--- src/rtl/trapezoid_pkg.sv ---
// rtl/trapezoid_pkg.sv - shared FSM encoding and derived widths for the trapezoid rasteriser
package trapezoid_pkg;

    // Edge accumulators and slopes carry two guard bits above the fixed-point coordinate.
    function automatic int acc_w(input int w, input int frac);
        return w + frac + 2;
    endfunction

    typedef enum logic [2:0] {
        ST_IDLE = 3'd0,
        ST_LOAD = 3'd1,
        ST_DIV  = 3'd2,
        ST_SPAN = 3'd3,
        ST_PIX  = 3'd4,
        ST_NEXT = 3'd5
    } state_e;

endpackage

--- src/rtl/trap_divider.sv ---
// rtl/trap_divider.sv - signed restoring divider, quotient truncated toward zero, fixed latency W+FRAC+1
module trap_divider
    import trapezoid_pkg::*;
#(
    parameter int W    = 8,
    parameter int FRAC = 10
) (
    input  logic                              clk,
    input  logic                              rst_n,
    input  logic                              start_i,
    input  logic signed [acc_w(W, FRAC)-1:0]  num_i,
    input  logic        [W-1:0]               den_i,
    output logic                              done_o,
    output logic signed [acc_w(W, FRAC)-1:0]  quo_o
);

    localparam int ACC_W = acc_w(W, FRAC);
    localparam int N     = W + FRAC;
    localparam int CW    = $clog2(N + 1);

    logic                    run_q;
    logic                    neg_q;
    logic                    done_q;
    logic [CW-1:0]           cnt_q;
    logic [N-1:0]            dq_q;
    logic [W-1:0]            rem_q;
    logic [W-1:0]            den_q;
    logic signed [ACC_W-1:0] quo_q;

    logic signed [ACC_W-1:0] mag_d;
    logic signed [ACC_W-1:0] q_ext_d;
    logic [W:0]              r_sh_d;
    logic [W:0]              r_diff_d;
    logic                    ge_d;

    // Divide magnitudes and restore the sign at the end, which gives truncation toward zero.
    assign mag_d    = num_i[ACC_W-1] ? -num_i : num_i;
    assign r_sh_d   = {rem_q, dq_q[N-1]};
    assign r_diff_d = r_sh_d - {1'b0, den_q};
    assign ge_d     = (r_sh_d >= {1'b0, den_q});
    assign q_ext_d  = signed'({2'b00, dq_q});

    // One quotient bit per cycle for N cycles, then one cycle to apply the sign and flag done.
    always_ff @(posedge clk or negedge rst_n) begin
        if (!rst_n) begin
            run_q  <= 1'b0;
            neg_q  <= 1'b0;
            done_q <= 1'b0;
            cnt_q  <= '0;
            dq_q   <= '0;
            rem_q  <= '0;
            den_q  <= '0;
            quo_q  <= '0;
        end else begin
            done_q <= 1'b0;
            if (start_i) begin
                run_q <= 1'b1;
                cnt_q <= '0;
                neg_q <= num_i[ACC_W-1];
                den_q <= den_i;
                dq_q  <= mag_d[N-1:0];
                // Magnitude bits above the quotient width seed the partial remainder;
                // they are zero for in-range coordinates.
                rem_q <= {{(W-2){1'b0}}, mag_d[ACC_W-1:N]};
            end else if (run_q) begin
                if (cnt_q == CW'(N)) begin
                    run_q  <= 1'b0;
                    done_q <= 1'b1;
                    quo_q  <= neg_q ? -q_ext_d : q_ext_d;
                end else begin
                    rem_q <= ge_d ? r_diff_d[W-1:0] : r_sh_d[W-1:0];
                    dq_q  <= {dq_q[N-2:0], ge_d};
                    cnt_q <= cnt_q + CW'(1);
                end
            end
        end
    end

    assign done_o = done_q;
    assign quo_o  = quo_q;

endmodule

--- src/rtl/trapezoid_raster.sv ---
// rtl/trapezoid_raster.sv - flat-top/flat-bottom trapezoid scan converter emitting pixels row-major
module trapezoid_raster
    import trapezoid_pkg::*;
#(
    parameter int W    = 8,
    parameter int FRAC = 10
) (
    input  logic         clk,
    input  logic         reset,
    input  logic         nt,
    input  logic [W-1:0] xi,
    input  logic [W-1:0] yi,
    input  logic         oready,
    output logic         busy,
    output logic         po,
    output logic [W-1:0] xo,
    output logic [W-1:0] yo
);

    localparam int ACC_W = acc_w(W, FRAC);
    localparam logic signed [ACC_W-1:0] ROUND_F = signed'({{(ACC_W-FRAC){1'b0}}, {FRAC{1'b1}}});
    localparam logic signed [ACC_W-1:0] XMAX_F  = signed'({{(ACC_W-W){1'b0}}, {W{1'b1}}});
    localparam logic [W-1:0]            ONE_W   = W'(1);

    state_e                  state_q;
    logic [1:0]              cnt_q;
    logic [W-1:0]            x0_q, y0_q, x1_q, x2_q, y2_q, x3_q;
    logic [W-1:0]            y_q, xe_q;
    logic signed [ACC_W-1:0] xl_q, xr_q, dxl_q, dxr_q;
    logic                    busy_q, po_q;
    logic [W-1:0]            xo_q, yo_q;

    logic                    div_start_d;
    logic signed [ACC_W-1:0] num_l_d, num_r_d, quo_l, quo_r;
    logic [W-1:0]            den_d;
    logic                    done_l, done_r;
    logic signed [ACC_W-1:0] xs_sum_d, xs_fix_d, xe_fix_d;
    logic [W-1:0]            xs_d, xe_d, y_nxt_d;

    function automatic logic signed [ACC_W-1:0] to_fix(input logic [W-1:0] v);
        return signed'({2'b00, v, {FRAC{1'b0}}});
    endfunction

    function automatic logic [W-1:0] clamp_px(input logic signed [ACC_W-1:0] v);
        if (v < 0)
            return '0;
        else if (v > XMAX_F)
            return '1;
        else
            return v[W-1:0];
    endfunction

    // Slopes start on the vertex-3 cycle; x3 is taken straight from the input bus.
    assign div_start_d = (state_q == ST_LOAD) && (cnt_q == 2'd3) && (y2_q != y0_q);
    assign num_l_d     = to_fix(x2_q) - to_fix(x0_q);
    assign num_r_d     = to_fix(xi) - to_fix(x1_q);
    assign den_d       = y2_q - y0_q;

    // Span ends: left edge rounds up, right edge rounds down, both clamped to the screen.
    assign xs_sum_d = xl_q + ROUND_F;
    assign xs_fix_d = xs_sum_d >>> FRAC;
    assign xe_fix_d = xr_q >>> FRAC;
    assign xs_d     = clamp_px(xs_fix_d);
    assign xe_d     = clamp_px(xe_fix_d);
    assign y_nxt_d  = y_q + ONE_W;

    trap_divider #(.W(W), .FRAC(FRAC)) u_div_l (
        .clk     (clk),
        .rst_n   (reset),
        .start_i (div_start_d),
        .num_i   (num_l_d),
        .den_i   (den_d),
        .done_o  (done_l),
        .quo_o   (quo_l)
    );

    trap_divider #(.W(W), .FRAC(FRAC)) u_div_r (
        .clk     (clk),
        .rst_n   (reset),
        .start_i (div_start_d),
        .num_i   (num_r_d),
        .den_i   (den_d),
        .done_o  (done_r),
        .quo_o   (quo_r)
    );

    // Control FSM with registered pixel and busy outputs.
    always_ff @(posedge clk or negedge reset) begin
        if (!reset) begin
            state_q <= ST_IDLE;
            cnt_q   <= '0;
            x0_q    <= '0;
            y0_q    <= '0;
            x1_q    <= '0;
            x2_q    <= '0;
            y2_q    <= '0;
            x3_q    <= '0;
            y_q     <= '0;
            xe_q    <= '0;
            xl_q    <= '0;
            xr_q    <= '0;
            dxl_q   <= '0;
            dxr_q   <= '0;
            busy_q  <= 1'b0;
            po_q    <= 1'b0;
            xo_q    <= '0;
            yo_q    <= '0;
        end else begin
            case (state_q)
                ST_IDLE: begin
                    if (nt) begin
                        x0_q    <= xi;
                        y0_q    <= yi;
                        cnt_q   <= 2'd1;
                        state_q <= ST_LOAD;
                    end
                end
                ST_LOAD: begin
                    cnt_q <= cnt_q + 2'd1;
                    case (cnt_q)
                        2'd1: x1_q <= xi;
                        2'd2: begin
                            x2_q <= xi;
                            y2_q <= yi;
                        end
                        default: begin
                            x3_q   <= xi;
                            busy_q <= 1'b1;
                            y_q    <= y0_q;
                            if (y2_q == y0_q) begin
                                // Single row: it is also the last row, so use the bottom edge exactly.
                                xl_q    <= to_fix(x2_q);
                                xr_q    <= to_fix(xi);
                                dxl_q   <= '0;
                                dxr_q   <= '0;
                                state_q <= ST_SPAN;
                            end else begin
                                xl_q    <= to_fix(x0_q);
                                xr_q    <= to_fix(x1_q);
                                state_q <= ST_DIV;
                            end
                        end
                    endcase
                end
                ST_DIV: begin
                    if (done_l && done_r) begin
                        dxl_q   <= quo_l;
                        dxr_q   <= quo_r;
                        state_q <= ST_SPAN;
                    end
                end
                ST_SPAN: begin
                    if (xs_d <= xe_d) begin
                        po_q    <= 1'b1;
                        xo_q    <= xs_d;
                        yo_q    <= y_q;
                        xe_q    <= xe_d;
                        state_q <= ST_PIX;
                    end else begin
                        state_q <= ST_NEXT;
                    end
                end
                ST_PIX: begin
                    if (oready) begin
                        if (xo_q == xe_q) begin
                            po_q    <= 1'b0;
                            state_q <= ST_NEXT;
                        end else begin
                            xo_q <= xo_q + ONE_W;
                        end
                    end
                end
                ST_NEXT: begin
                    if (y_q < y2_q) begin
                        y_q <= y_nxt_d;
                        // Bottom row reloads exact endpoints so slope rounding never shows there.
                        if (y_nxt_d == y2_q) begin
                            xl_q <= to_fix(x2_q);
                            xr_q <= to_fix(x3_q);
                        end else begin
                            xl_q <= xl_q + dxl_q;
                            xr_q <= xr_q + dxr_q;
                        end
                        state_q <= ST_SPAN;
                    end else begin
                        busy_q  <= 1'b0;
                        state_q <= ST_IDLE;
                    end
                end
                default: state_q <= ST_IDLE;
            endcase
        end
    end

    assign busy = busy_q;
    assign po   = po_q;
    assign xo   = xo_q;
    assign yo   = yo_q;

endmodule

--- config.mk ---
export PLATFORM = sky130hd
export DESIGN_NAME = trapezoid_raster
export DESIGN_NICKNAME = d
export VERILOG_FILES = /design/src/rtl/trapezoid_pkg.sv /design/src/rtl/trap_divider.sv /design/src/rtl/trapezoid_raster.sv
export SDC_FILE = /design/constraint.sdc
export NUM_CORES = 1
export LEC_CHECK = 0
export ABC_CLOCK_PERIOD_IN_PS = 6800
export CORE_ASPECT_RATIO = 0.5
export CORE_MARGIN = 2
export CORE_UTILIZATION = 59
export DETAILED_ROUTE_END_ITERATION = 8
export PLACE_DENSITY = 0.77
export SLEW_MARGIN = 40
export SYNTH_ARGS = -nofsm -noshare
export SYNTH_HDL_FRONTEND = slang
export SYNTH_SLANG_ARGS = --single-unit
--- constraint.sdc ---
create_clock -name clk -period 6.8 [get_ports clk]
set_input_delay 2.04 -clock clk [delete_from_list [all_inputs] [get_ports clk]]
set_output_delay 2.04 -clock clk [all_outputs]
set_load 0.02 [all_outputs]
**Word level (Yosys, flattened, before mapping)**

Index checks and enable logic that the tools add are counted.

- Register bits after elaboration: 283
- Latch bits: 0
- Memory bits (writable): 0
- ROM bits: 0
- Input bits: 20
- Word-level logic and storage cells: 194
- Memories: 0

- Add/sub/neg operators: 17
- $mul: 0
- Div/mod/pow operators: 0
- Order comparisons: 8
- Equal/unequal tests: 26
- Shift-type cells: 0
- Multiplexer cells: 81
- Bitwise gates (word level): 2
- Reduce and logical (&&, ||, !) cells: 27

Operator list:

| kind | number |
|---|---|
| $mux W20 | 14 |
| $pmux W20 S2 | 4 |
| $mux W18 | 8 |
| $mux W8 | 17 |
| $add A20 B20 Y20 | 2 |
| $neg A18 Y20 | 2 |
| $neg A19 Y20 | 2 |
| $sub A18 B18 Y19 | 2 |
| $pmux W8 S2 | 2 |
| $mux W5 | 6 |
| $eq A8 B8 Y1 | 3 |
| $sub A8 B8 Y8 | 3 |
| $ne A2 B2 Y1 const B | 11 |
| $add A20 B11 Y20 const B | 1 |
| $gt A10 B9 Y1 const B | 2 |
| $lt A10 B1 Y1 const B | 2 |
| $mux W1 | 19 |
| $ge A9 B8 Y1 | 2 |
| $pmux W3 S6 | 1 |
| $add A8 B1 Y8 const B | 2 |
| $reduce_and A2 Y1 | 8 |
| $mux W3 | 5 |
| $reduce_and A3 Y1 | 4 |
| $reduce_and A4 Y1 | 3 |
| other kinds (21) | 36 |

**Logic depth before layout (Yosys ltp)**

- Depth after elaboration: 7
- Depth in mapped cells: 17
- Gate-level depth less buffers: 15

**Hierarchy**

From an unflattened synthesis, not the netlist that was laid out.

- Cell total of the unflattened synthesis: 2,011
- Area, all modules: 18,335.1 µm²

Modules (own cells, without submodules):

| module | times used | cells each | area an instance (µm²) | sequential area each (µm²) |
|---|---|---|---|---|
| trapezoid_raster | 1 | 1,160 | 10,735.3 | 4,179.0 |
| trap_divider (u_div_l) | 1 | 421 | 3,801.1 | 1,551.5 |
| trap_divider (u_div_r) | 1 | 430 | 3,798.6 | 1,551.5 |

**Least setup slack after synthesis**

Ideal clock, no wire load.

- Path type: input to register
- Start: input port xi[0]
- End: register u_div_r.rem_q[0]
- Setup time: 0.077 ns
- Data arrival time: 4.252 ns
- Data required time: 6.723 ns
- Path slack: 2.470 ns
- Cell stages on the path: 11
- Path buffers: 0
- Cells stage by stage: inv_1 > ha_1 > inv_1 > fa_1 > a21o_1 > a21oi_1 > o21ai_1 > a21o_1 > a21o_4 > or4_1 > a21oi_1

- Word-level cells in the longest chain between the ends: 4

Ends and longest elaborated chain:

| element | RTL line | source |
|---|---|---|
| from (decl) | trapezoid_raster.sv:11 | `input logic [W-1:0] xi,` |
| $sub A18 B18 Y19 * | trapezoid_raster.sv:56 | `assign num_r_d = to_fix(xi) - to_fix(x1_q);` |
| $neg A19 Y20 | trap_divider.sv:37 | `assign mag_d = num_i[ACC_W-1] ? -num_i : num_i;` |
| $mux W20 * | trap_divider.sv:37 |  |
| $mux W8 * | trap_divider.sv:56 | `if (start_i) begin` |
| to (signal assigned) | trap_divider.sv:64 | `rem_q <= {{(W-2){1'b0}}, mag_d[ACC_W-1:N]};` |
| to (signal assigned) | trap_divider.sv:71 | `rem_q <= ge_d ? r_diff_d[W-1:0] : r_sh_d[W-1:0];` |
| to (decl) | trap_divider.sv:26 | `logic [W-1:0] rem_q;` |

Mark *: on every way between the ends. The rest lies on a longest branch, timed or not.
A chain may end at the register's enable or synchronous reset.

**Final worst setup path**

- Start: register xl_q[1]
- End: register xo_q[0], in the netlist xo[0]

- Word-level cells in the longest chain between the ends: 7
- Elaborated cells on any way between the ends: 10
- Those cells by class: add/sub (1); order compare (3); eq/ne (1); mux (4); reduce/logical (1)

Ends and longest elaborated chain:

| element | RTL line | source |
|---|---|---|
| from (decl) | trapezoid_raster.sv:29 | `logic signed [ACC_W-1:0] xl_q, xr_q, dxl_q, dxr_q;` |
| from (signal assigned) | trapezoid_raster.sv:132 | `xl_q <= to_fix(x2_q);` |
| from (signal assigned) | trapezoid_raster.sv:138 | `xl_q <= to_fix(x0_q);` |
| from (signal assigned) | trapezoid_raster.sv:178 | `xl_q <= to_fix(x2_q);` |
| $add A20 B11 Y20 * | trapezoid_raster.sv:60 | `assign xs_sum_d = xl_q + ROUND_F;` |
| $gt A10 B9 Y1 | trapezoid_raster.sv:47 | `else if (v > XMAX_F)` |
| $mux W8 | trapezoid_raster.sv:47 |  |
| $mux W8 * | trapezoid_raster.sv:45 | `if (v < 0)` |
| $le A8 B8 Y1 | trapezoid_raster.sv:153 | `if (xs_d <= xe_d) begin` |
| $ne A2 B2 Y1 (no line) | -- |  |
| $reduce_and A4 Y1 (no line) | -- |  |
| to (signal assigned) | trapezoid_raster.sv:155 | `xo_q <= xs_d;` |
| to (signal assigned) | trapezoid_raster.sv:169 | `xo_q <= xo_q + ONE_W;` |
| to (decl) | trapezoid_raster.sv:31 | `logic [W-1:0] xo_q, yo_q;` |

Mark *: on every way between the ends. The rest lies on a longest branch, timed or not. The select of a mux whose other input is x is not followed.

==> metrics.txt <==
syn nets=1959; status=finished clean; final worst path period need=approximately 4600 ps; Yosys top cell area share=roughly 42%; clock sinks=approximately 280; DRC=0; chip width=243 um; ys flop type=dfrtp_1; clk_skew=approximately 10 ps; Peak VDD IR=0.302 mV; busiest metal layer after global routing=met2; final-report hold violation count=0; fillcell total=between 2000 and 2500; measured slew at the worst slew-check pin=roughly 800 ps; worst r2r src=xl_q[1]$_DFFE_PN0P_; hold_buf cts=0; Total GRT Usage=between 20% and 30%; IO Count=38; Antenna diodes=0; CTS tree=yes; initial antenna violation count=3; Worst EP arrival=about 5100 ps; Detail Route Antenna Nets=0; grt ovf=0; met2 Usage GRT=42.3%; Synth async-reset ratio=100%; required time of the critical path=just over 7000 ps; 1st-pass router iterations=5; Fin Hold WS=482 ps; GRT met1 Usage=approximately two fifths; # port buffers=37; max_cap viols=0; CP Class=flip-flop to flip-flop; hold depth=1; HP Start=u_div_r.quo_o[0]$_DFFE_PN0P_; Clock Pin Slew Worst Setup and Hold Paths=approximately 70 ps; crit start category=flip-flop; r2r worst-path depth=14; GP Congestion=~0.9; global-route wire length before repair=between 60000 and 70000 um; core area=about 28000 um2; RSZ-0062 raised after global routing=no; Syn. warnings=0; Tcrit/Tclk final=about two thirds; pwr dens=a little over 500 nW/um2; fraction of layout instances using a drive strength above 1=under 10%; initial core utilization=about three fifths; leading area contributor after synthesis=dfrtp_1; static leakage=around 8.6 nW; Setup Fix Bufs, Post-CTS=0; R2R Path End=xo[0]$_DFFE_PN0P_; pins over their slew limit=0; Worst Hold Class=flip-flop to flip-flop; CTS Buf Count=27; crit path capture type=flip-flop; top fanout value on the critical path=19; Clock H-tree levels=1; WL final=a little over 40000 um; largest net degree at the start of global routing=approximately 120; FF+latch area=approximately 7100 um2; Mean Syn Cell Area=around 9.2 um2; cell count after synthesis=between 1500 and 2000; clock root buffer master=clkbuf_16; Post-Syn Area=~17000 um2; Worst Hold Path EP=dxr_q[0]$_DFFE_PN0P_; vias post-DR=roughly 14000; Yosys reg bits=283; Area Growth Syn to Fin=10.3%; Unique masters post-synth=66; final setup vio count=0; commonest cells after routing, fill and taps aside=283 x dfrtp_1, 213 x nand2_1, 161 x a21oi_1; Seq/Total Area, Yosys=between 40 and 50%; number of synthesized flops with an enable pin=0; final setup TNS=0 ps; # rows=between 40 and 50; top post-synthesis cells by area=dfrtp_1 42%, ha_1 7.9%, a21oi_1 4.8%; upper clock frequency limit=around 220 MHz; r2r setup slk=2160 ps; vias per cell=6.12; Final #Nets=slightly below 2000; Rel. slew slack=a little under half; cts repair resizes=0; drt wl/cell=approximately 19 um; Max clock buf depth=3; multi-input logic area=about 9100 um2; GR Util met3=6.01%; DIE AREA=~30000 um2; commonest non-fill, non-tap cell in the layout=dfrtp_1; clk_lat worst skew=about 560 ps; number of DRC markers in iteration 0=1222; Die Height=about 120 um; vias in the first global route=12600; DP HPWL=slightly below 30000 um
## metrics by stage
stage | setup WS (ps) | instances | power [W] | utilization, % | area (um2)
2_1_floorplan | 2470 | 1826 | 0.00635 | - | 16800
3_3_place_gp | 1820 | 2166 | 0.00755 | 62.7 | 17500
3_5_place_dp | 1750 | 2170 | 0.00770 | 63.0 | 17600
4_1_cts | 2280 | 2219 | 0.00945 | 66.6 | 18600
5_1_grt | 1900 | 2219 | 0.0102 | 66.6 | 18600
6_report | 2160 | 2219 | 0.00951 | 66.6 | 18600
## logic make-up after synthesis
logic type	synth area share, %
compound gates	20.7
simple gates	14.5
flops	42.1
buf+inv	3.99
xor+xnor	6.40
fa+ha+maj	8.72
mux	3.53
## area by class of cell
| type | instances | area share [%] |
|---|---|---|
| Inverter | 82 | 1.66 |
| Clock inverter | 15 | 1.36 |
| Tap cell | 382 | 2.57 |
| Sequential cell | 283 | 38.2 |
| Clock buffer | 34 | 4.00 |
| Timing Repair Buffer | 56 | 3.01 |
| Multi-Input combinational cell | 1367 | 49.2 |
## synthesized netlist by cell type (21+ instances only)
cell / n
a211oi_1: 21
nand2b_1: 22
nand2_1: 213
o21ai_1: 27
nor2_1: 124
mux2i_1: 30
and3_1: 29
inv_1: 82
a31oi_1: 26
ha_1: 106
dfrtp_1: 283
clkbuf_1: 82
xor2_1: 58
a21o_1: 31
o21ai_0: 92
a22o_1: 61
nand3_1: 26
mux2_2: 22
nor3_1: 29
a21oi_1: 161
xnor2_1: 65
## how the worst max path moves through the flow
stage	startpoint	end	slack, ps	cells past startpoint
6_report	xl_q[1]$_DFFE_PN0P_	xo[0]$_DFFE_PN0P_	2160	14
5_1_grt	xl_q[1]$_DFFE_PN0P_	xo[0]$_DFFE_PN0P_	1900	14
4_1_cts	xl_q[1]$_DFFE_PN0P_	xo[0]$_DFFE_PN0P_	2280	14
3_5_place_dp	xi[0]	u_div_r.rem_q[0]$_DFFE_PN0P_	1750	11
3_3_place_gp	xi[0]	u_div_r.rem_q[0]$_DFFE_PN0P_	1820	11
2_1_floorplan	xi[0]	u_div_r.rem_q[0]$_DFFE_PN0P_	2470	11
## flip-flops by register name (all words and copies together), names as in the netlist, 18 cells and up
signal and count:
xl_q 20, dxr_q 20, u_div_l.quo_o 20, xr_q 20, u_div_r.quo_o 20, u_div_l.dq_q 18
dxl_q 20, u_div_r.dq_q 18
## report_power, final
part | leakage [nW] | total, W | internal, W | switching, W
clock network | 0.491 | 0.00171 | 0.00104 | 0.000672
logic | 4.57 | 0.00475 | 0.00199 | 0.00276
registers | 3.55 | 0.00305 | 0.00232 | 0.000727
## metal layers
metal	vias up	routed length (um)
li1	6500	-
met5	-	0
met3	69	3200
met4	0	926
met1	6594	19400
met2	408	17500
## critical path, stage by stage (launching register included)
cell,delay (ps)
dfrtp_1,430
nor4_1,610
a31oi_1,430
and4_1,350
a31o_2,290
a21oi_1,200
ha_1,280
a21o_1,180
a21oi_1,160
a21boi_1,80
o31ai_1,310
nor3b_2,240
buf_4,300
o22ai_2,280
a221o_1,380
(Power assumes the default switching activity.)
